[config.mk]
export PLATFORM = sky130hd
export DESIGN_NAME = io_input_scan
export DESIGN_NICKNAME = d
export VERILOG_FILES = /design/src/rtl/io_input_scan_pkg.sv /design/src/rtl/io_input_scan_debounce_bit.sv /design/src/rtl/io_input_scan.sv
export SDC_FILE = /design/constraint.sdc
export NUM_CORES = 1
export LEC_CHECK = 0
export CAP_MARGIN = 20
export CORE_MARGIN = 8
export CORE_UTILIZATION = 45
export DETAILED_ROUTE_END_ITERATION = 16
export MAX_ROUTING_LAYER = met4
export PLACE_DENSITY = 0.7
export SYNTH_ARGS = -nofsm -noshare
export SYNTH_HDL_FRONTEND = slang
export SYNTH_HIERARCHICAL = 1
export SYNTH_SLANG_ARGS = --single-unit
[constraint.sdc]
create_clock -name clk -period 3.9 [get_ports clk]
set_clock_uncertainty 0.05 [all_clocks]
set_input_delay 0.39 -clock clk [delete_from_list [all_inputs] [get_ports clk]]
set_output_delay 0.39 -clock clk [all_outputs]
set_load 0.005 [all_outputs]
[src/rtl/io_input_scan_pkg.sv]
`default_nettype none
// ============================================================================
//  Module      : io_input_scan_pkg
//  Description : Shared definitions for the switch/button input scanner:
//                read-port address map, default debounce tick period and
//                the history-agreement helper used by every debounced bit.
//  Revision    : 1.0 - initial release
// ============================================================================
package io_input_scan_pkg;

    // Read-port register map
    localparam logic [1:0] ADDR_SW    = 2'd0;
    localparam logic [1:0] ADDR_BTN   = 2'd1;
    localparam logic [1:0] ADDR_PRESS = 2'd2;
    localparam logic [1:0] ADDR_RSVD  = 2'd3;

    // Default number of clk cycles between debounce samples
    localparam int TICK_CYCLES_DEFAULT = 2000;

    // True when the three most recent samples agree with each other and
    // disagree with the currently published stable level.
    function automatic logic hist_agree(input logic [2:0] hist, input logic cur);
        return ((hist == 3'b111) && !cur) || ((hist == 3'b000) && cur);
    endfunction

endpackage : io_input_scan_pkg
`default_nettype wire

[src/rtl/io_input_scan_debounce_bit.sv]
`default_nettype none
// ============================================================================
//  Module      : io_debounce_bit
//  Description : One raw input line: 2-flop synchronizer, 3-deep sample
//                history loaded on each tick, and a stable register that
//                only follows the history once all three samples agree.
//  Revision    : 1.0 - initial release
// ============================================================================
module io_debounce_bit
    import io_input_scan_pkg::*;
(
    input  logic clk,
    input  logic reset,
    input  logic raw,
    input  logic tick,
    output logic stable
);

    logic       r_sync1;
    logic       r_sync2;
    logic [2:0] r_hist;
    logic       r_stable;
    logic       w_flip;

    // Two-flop synchronizer; r_sync2 is the clean, clk-domain level.
    always_ff @(posedge clk or posedge reset) begin
        if (reset) begin
            r_sync1 <= 1'b0;
            r_sync2 <= 1'b0;
        end else begin
            r_sync1 <= raw;
            r_sync2 <= r_sync1;
        end
    end

    // Shift the synced level into the history once per tick (newest in bit 0).
    always_ff @(posedge clk or posedge reset) begin
        if (reset) begin
            r_hist <= 3'b000;
        end else if (tick) begin
            r_hist <= {r_hist[1:0], r_sync2};
        end
    end

    // The history only moves on ticks, so evaluating it every cycle makes the
    // stable level change exactly one cycle after the tick that completed a
    // unanimous history; any disagreement among samples holds the level.
    assign w_flip = hist_agree(r_hist, r_stable);

    // Stable level register.
    always_ff @(posedge clk or posedge reset) begin
        if (reset) begin
            r_stable <= 1'b0;
        end else if (w_flip) begin
            r_stable <= ~r_stable;
        end
    end

    assign stable = r_stable;

endmodule : io_debounce_bit
`default_nettype wire

[src/rtl/io_input_scan.sv]
`default_nettype none
// ============================================================================
//  Module      : io_input_scan
//  Description : Input-side companion to the 7-segment/LED driver. Debounces
//                slide switches and push buttons, generates press pulses and
//                sticky press flags, and exposes them through a small
//                registered read port (reading the flags clears them).
//  Revision    : 1.0 - initial release
// ============================================================================
module io_input_scan
    import io_input_scan_pkg::*;
#(
    parameter int SW_W        = 16,
    parameter int BTN_W       = 4,
    parameter int TICK_CYCLES = TICK_CYCLES_DEFAULT,
    parameter int CNT_W       = 20
)(
    input  logic              clk,
    input  logic              reset,
    input  logic [SW_W-1:0]   sw_raw,
    input  logic [BTN_W-1:0]  btn_raw,
    output logic [SW_W-1:0]   sw_stable,
    output logic [BTN_W-1:0]  btn_stable,
    output logic [BTN_W-1:0]  btn_press,
    output logic              event_pending,
    input  logic              rd_req,
    input  logic [1:0]        rd_addr,
    output logic [31:0]       rd_data,
    output logic              rd_ack
);

    localparam logic [CNT_W-1:0] c_tick_last = CNT_W'(TICK_CYCLES - 1);

    logic [CNT_W-1:0] r_tick_cnt;
    logic             w_tick;

    logic [SW_W-1:0]  w_sw_stable;
    logic [BTN_W-1:0] w_btn_stable;
    logic [BTN_W-1:0] r_btn_seen;
    logic [BTN_W-1:0] w_btn_press;

    logic [BTN_W-1:0] r_press_flag;
    logic [BTN_W-1:0] w_press_flag_next;
    logic             r_event_pending;
    logic             w_flag_clear;

    logic [31:0]      w_rd_mux;
    logic [31:0]      r_rd_data;
    logic             r_rd_ack;

    // ------------------------------------------------------------------
    // Debounce sample tick: one pulse every TICK_CYCLES clocks
    // ------------------------------------------------------------------
    assign w_tick = (r_tick_cnt == c_tick_last);

    // Free-running tick counter, wraps after the tick cycle.
    always_ff @(posedge clk or posedge reset) begin
        if (reset) begin
            r_tick_cnt <= '0;
        end else if (w_tick) begin
            r_tick_cnt <= '0;
        end else begin
            r_tick_cnt <= r_tick_cnt + 1'b1;
        end
    end

    // ------------------------------------------------------------------
    // Per-line debouncers
    // ------------------------------------------------------------------
    genvar gi;
    generate
        for (gi = 0; gi < SW_W; gi++) begin : g_sw
            io_debounce_bit u_db (
                .clk    (clk),
                .reset  (reset),
                .raw    (sw_raw[gi]),
                .tick   (w_tick),
                .stable (w_sw_stable[gi])
            );
        end
        for (gi = 0; gi < BTN_W; gi++) begin : g_btn
            io_debounce_bit u_db (
                .clk    (clk),
                .reset  (reset),
                .raw    (btn_raw[gi]),
                .tick   (w_tick),
                .stable (w_btn_stable[gi])
            );
        end
    endgenerate

    // ------------------------------------------------------------------
    // Press detection: the pulse coincides with the first cycle of a
    // debounced high level, so it is taken against a one-cycle-old copy.
    // ------------------------------------------------------------------
    // Remember last cycle's debounced button levels.
    always_ff @(posedge clk or posedge reset) begin
        if (reset) begin
            r_btn_seen <= '0;
        end else begin
            r_btn_seen <= w_btn_stable;
        end
    end

    assign w_btn_press = w_btn_stable & ~r_btn_seen;

    // ------------------------------------------------------------------
    // Sticky press flags; a set in the same cycle as a clear wins.
    // ------------------------------------------------------------------
    assign w_flag_clear = rd_req && (rd_addr == ADDR_PRESS);

    // Next flag value: optional clear, then OR in this cycle's presses.
    always_comb begin
        w_press_flag_next = r_press_flag;
        if (w_flag_clear) begin
            w_press_flag_next = '0;
        end
        w_press_flag_next = w_press_flag_next | w_btn_press;
    end

    // Flag and summary registers updated together.
    always_ff @(posedge clk or posedge reset) begin
        if (reset) begin
            r_press_flag    <= '0;
            r_event_pending <= 1'b0;
        end else begin
            r_press_flag    <= w_press_flag_next;
            r_event_pending <= |w_press_flag_next;
        end
    end

    // ------------------------------------------------------------------
    // Read port: captured at the accepting edge, presented one cycle later.
    // Flags are returned as they were before this read's clear.
    // ------------------------------------------------------------------
    // Register select, zero-extended to the 32-bit data bus.
    always_comb begin
        w_rd_mux = 32'h0000_0000;
        case (rd_addr)
            ADDR_SW:    w_rd_mux = 32'(w_sw_stable);
            ADDR_BTN:   w_rd_mux = 32'(w_btn_stable);
            ADDR_PRESS: w_rd_mux = 32'(r_press_flag);
            ADDR_RSVD:  w_rd_mux = 32'h0000_0000;
            default:    w_rd_mux = 32'h0000_0000;
        endcase
    end

    // Read data holds between requests; ack mirrors the previous request.
    always_ff @(posedge clk or posedge reset) begin
        if (reset) begin
            r_rd_data <= 32'h0000_0000;
            r_rd_ack  <= 1'b0;
        end else begin
            r_rd_ack <= rd_req;
            if (rd_req) begin
                r_rd_data <= w_rd_mux;
            end
        end
    end

    // ------------------------------------------------------------------
    // Outputs
    // ------------------------------------------------------------------
    assign sw_stable     = w_sw_stable;
    assign btn_stable    = w_btn_stable;
    assign btn_press     = w_btn_press;
    assign event_pending = r_event_pending;
    assign rd_data       = r_rd_data;
    assign rd_ack        = r_rd_ack;

endmodule : io_input_scan
`default_nettype wire

==> flow_results.org <==
** Timing
- Static timing analysis puts the maximum clock frequency at about 380 MHz.
- Post-route minimum period :: 2.65 ns
- Number of hold violations in the final report :: 0
- Share of the clock period used by the worst path :: between 60% and 70%
- Pin slew with the least headroom to its limit :: between 0.7 and 0.8 ns
- Slew HR :: a little under half
- Setup violations remaining at the end of the flow were counted as 0.
- Unrepaired setup endpoints after global routing :: no
- The final max-slew violation count came to 0.

** Worst setup path
- CP endpoint kind :: flop
- Worst path arrival time :: 2.90 ns
- The cell family contributing the most delay on the critical path is simple AND/OR/NAND/NOR gates.
- Number of buffer and inverter stages on the critical path :: 1
- Critical register-to-register path endpoint :: g_sw[0].u_db/r_hist[1]
- Maximum net fanout on the critical path :: 73
- Setup slack, reg-to-reg :: between 1 and 1.5 ns
- The slowest stage of the critical path belongs to the cell buf_4.
- Data required time of the worst path :: approximately 4.2 ns
- Worst r2r src :: r_tick_cnt[0]
- The critical path goes through ha_2 -> nand3_4 -> or4_4 -> nor4_4 -> buf_4 -> mux2_2.
- WS Path Type :: flop to flop
- Counting cells, the worst reg-to-reg path comes to 6.
- Crit-path max cell delay :: approximately 0.65 ns
- STA classifies the critical path startpoint as a flop.

** GRT
- Vias in the first global route :: about 4000
- Overall track demand over capacity in global routing :: between 10 and 15%
- Total overflow reported by the global router :: 0
- Number of antenna violations at the first check in global routing :: 0
- The first global-routing pass estimated approximately 20000 um of wire.
- Entering global routing, the biggest net connects 74 pins.

** Synthesis
- Of the synthesized area, sequential elements account for between 60 and 70%.
- During synthesis, Yosys emitted a total of 6 warnings.
- Number of instances in the synthesized netlist :: between 400 and 500
- For this run, asynchronously set or reset flops after synthesis account for 100%.
- Netlist Area Pre-Place :: around 6000 um^2
- Count of state elements after synthesis :: about 170
- In this run, distinct cell masters in the synthesized netlist total 29.
- The synthesized design contains 0 enable-type register cells.
- Most instantiated flip-flop cell in the synthesis netlist :: dfrtp_1
- After synthesis, the mean cell area works out to between 10 and 15 um^2.

** Place
- Port Buffers :: between 60 and 70
- At the end of routability-driven placement, the weighted congestion stood at ~0.81.
- The HPWL after detailed placement is 7930 um.
- The placed instances occupy a cell area of between 6000 and 7000 um^2.

** Clock network
- The clock passes through at most 2 buffers.
- Hold bufs inserted after CTS :: 0
- The tree is rooted in a clkbuf_16.
- Worst-skew pair later-pin latency :: 0.42 ns
- In this run, CTS created clock tree buffers numbering 17.
- Clock-pin slew of the registers on the worst-case setup and hold paths :: about 0.06 ns
- # clock sinks :: around 170
- Count of cells resized by post-cts repair :: 0
- In this run the post-CTS setup repair buffer count came out at 0.
- Clock tree from TritonCTS :: done
- In this run the number of H-tree levels came out at 4.

** Pwr
- Power spread over the standard cell area amounts to roughly 460 nW/um^2.
- The completed layout was analyzed and its total power is ~3.5 mW.
- Leak pwr :: between 3 and 4 nW
- IR analysis of the VDD net gives a maximum drop of 282 uV.

** Routing
- Detailed routing inserted a total of approximately 3800 vias.
- The count of nets left with antenna violations once routing finished came out at 0.
- After the first detailed-routing iteration, the DRC count stood at between 200 and 250.
- Dividing the detail-routed wire length by the instance count gives between 15 and 20 um.
- The final layout contains routed wiring with a total length of between 10000 and 15000 um.
- Ratio of routed vias to standard cells :: ~4.9
- In the routed design, unresolved DRC markers number 0.
- The first detailed-routing pass ran for 4 iterations.

** Cells and area
- Ratio of cells with drive above 1 in the final layout :: around 13%
- Post-Route Utilization :: 57.3%
- Post-layout instance area :: 7590 um^2
- Number of antenna diodes :: 0
- The net count of the finished layout is ~610.
- Area growth from synthesis to layout :: 23.9%

** Die
- Pin placement for this block handled 83 I/O pins.
- The initial utilization of the core area, before any placement, comes to 46.2%.
- Die width :: 133 um
- Core Area :: about 13000 um^2
- Die height :: between 100 and 150 um
- The die covers between 15000 and 20000 um^2.
- Standard-cell row count :: 42

** Hold path
- Destination of the worst hold path :: g_sw[13].u_db/r_sync2
- HP Class :: flop to flop
- The worst hold path begins at g_sw[13].u_db/r_sync1.
- Cells on Worst Hold Path :: 0

** Run
- Across the run, the number of max-cap violations was 0.

** Outcome
- Outcome :: completed
## cell families after synthesis
kind of cell    count (synthesis)  synth area share [%]
compound gates                104                  8.66
other cells                     1                0.0612
simple gates                   88                  7.11
buf+inv                        74                  5.54
fa+ha+maj                       1                 0.204
mux                            44                  8.01
flops                         166                  67.8
xor+xnor                       18                  2.57
## cell usage after synthesis (2+ instances only)
master | count | area (um^2)
xnor2_1 | 12 | 105
nor2b_1 | 6 | 37.5
mux2i_1 | 4 | 40.0
nand3_1 | 7 | 35.0
buf_4 | 16 | 120
nand2_1 | 38 | 143
and3_1 | 2 | 12.5
a21oi_1 | 28 | 140
mux2_2 | 40 | 450
nor2_1 | 17 | 63.8
nand4_1 | 3 | 18.8
inv_1 | 54 | 203
o21ai_0 | 72 | 360
dfrtp_1 | 166 | 4150
or4_1 | 2 | 15.0
a21o_1 | 4 | 30.0
xor2_1 | 6 | 52.6
nor3_1 | 2 | 10.0
nor4_1 | 4 | 25.0
clkbuf_1 | 3 | 11.3
and4_1 | 2 | 17.5
## worst max path at each step
stage             startpoint                 endpoint  slack [ns]  cells past startpoint
2_1_floorplan  r_tick_cnt[0]  g_btn[0].u_db/r_hist[0]       -0.11                      5
3_3_place_gp   r_tick_cnt[0]  g_sw[13].u_db/r_hist[1]        1.36                      6
3_5_place_dp   r_tick_cnt[0]  g_sw[14].u_db/r_hist[0]        1.25                      6
4_1_cts        r_tick_cnt[0]   g_sw[7].u_db/r_hist[0]        1.24                      6
5_1_grt        r_tick_cnt[0]  g_sw[14].u_db/r_hist[0]        1.11                      6
6_report       r_tick_cnt[0]   g_sw[0].u_db/r_hist[1]        1.25                      6
## routing by layer
metal	track usage (%)	vias up	routed length [um]
met4	6.12	0	180
li1	-	1789	-
met3	4.54	13	532
met5	-	-	0
met1	16.8	1907	5100
met2	23.8	85	5910
## per-stage QoR
stage | setup slack [ns] | hold WS [ns] | cells | TNS (ns)
2_1_floorplan | -0.109 | 0.131 | 511 | -4.35
3_5_place_dp | 1.25 | 0.286 | 738 | 0
6_report | 1.25 | 0.297 | 770 | 0
4_1_cts | 1.24 | 0.299 | 769 | 0
5_1_grt | 1.11 | 0.304 | 770 | 0
3_3_place_gp | 1.36 | 0.283 | 738 | 0
## registers in the layout, indices dropped and copies added (netlist names)
register	cells
rd_ack	1
g_sw.u_db/r_sync2	16
g_btn.u_db/r_hist	12
g_sw.u_db/r_hist	48
r_tick_cnt	20
event_pending	1
g_btn.u_db/r_sync2	4
g_btn.u_db/stable	4
g_btn.u_db/r_sync1	4
g_sw.u_db/stable	16
r_btn_seen	4
g_sw.u_db/r_sync1	16
r_press_flag	4
rd_data	16
## layout make-up
type | instances | area, um^2
inverters | 54 | 203
repair buffers | 72 | 726
well taps | 176 | 220
fillers | 1077 | 5650
clock inverters | 7 | 93.8
multi-input cells | 271 | 1700
clock buffers | 24 | 492
flip-flops and latches | 166 | 4150
## layout by cell type (no fill, tap or decap), types with 2 or more instances in the layout
master,n
nand2_1,38
nor3_1,2
bufinv_16,2
xnor2_1,12
dfrtp_1,166
nor4_1,4
inv_1,53
clkbuf_8,4
clkinvlp_4,2
a21o_1,4
clkinv_2,2
nor2b_1,6
or4_1,2
mux2_2,40
nor2_1,17
and3_1,2
buf_4,5
conb_1,16
xor2_1,6
clkbuf_1,3
nand4_1,3
clkbuf_16,17
mux2i_1,4
clkdlybuf4s50_1,66
and4_1,2
a21oi_1,28
nand3_1,7
o21ai_0,72
## where the power goes
group          leakage, nW  switching [mW]  total [mW]  internal, mW
logic                 1.05          0.0567      0.0923        0.0356
registers             2.20         0.00786        1.75          1.75
clock network        0.283           0.635        1.64          1.01
Note: power is estimated with default switching activity, not from simulation.
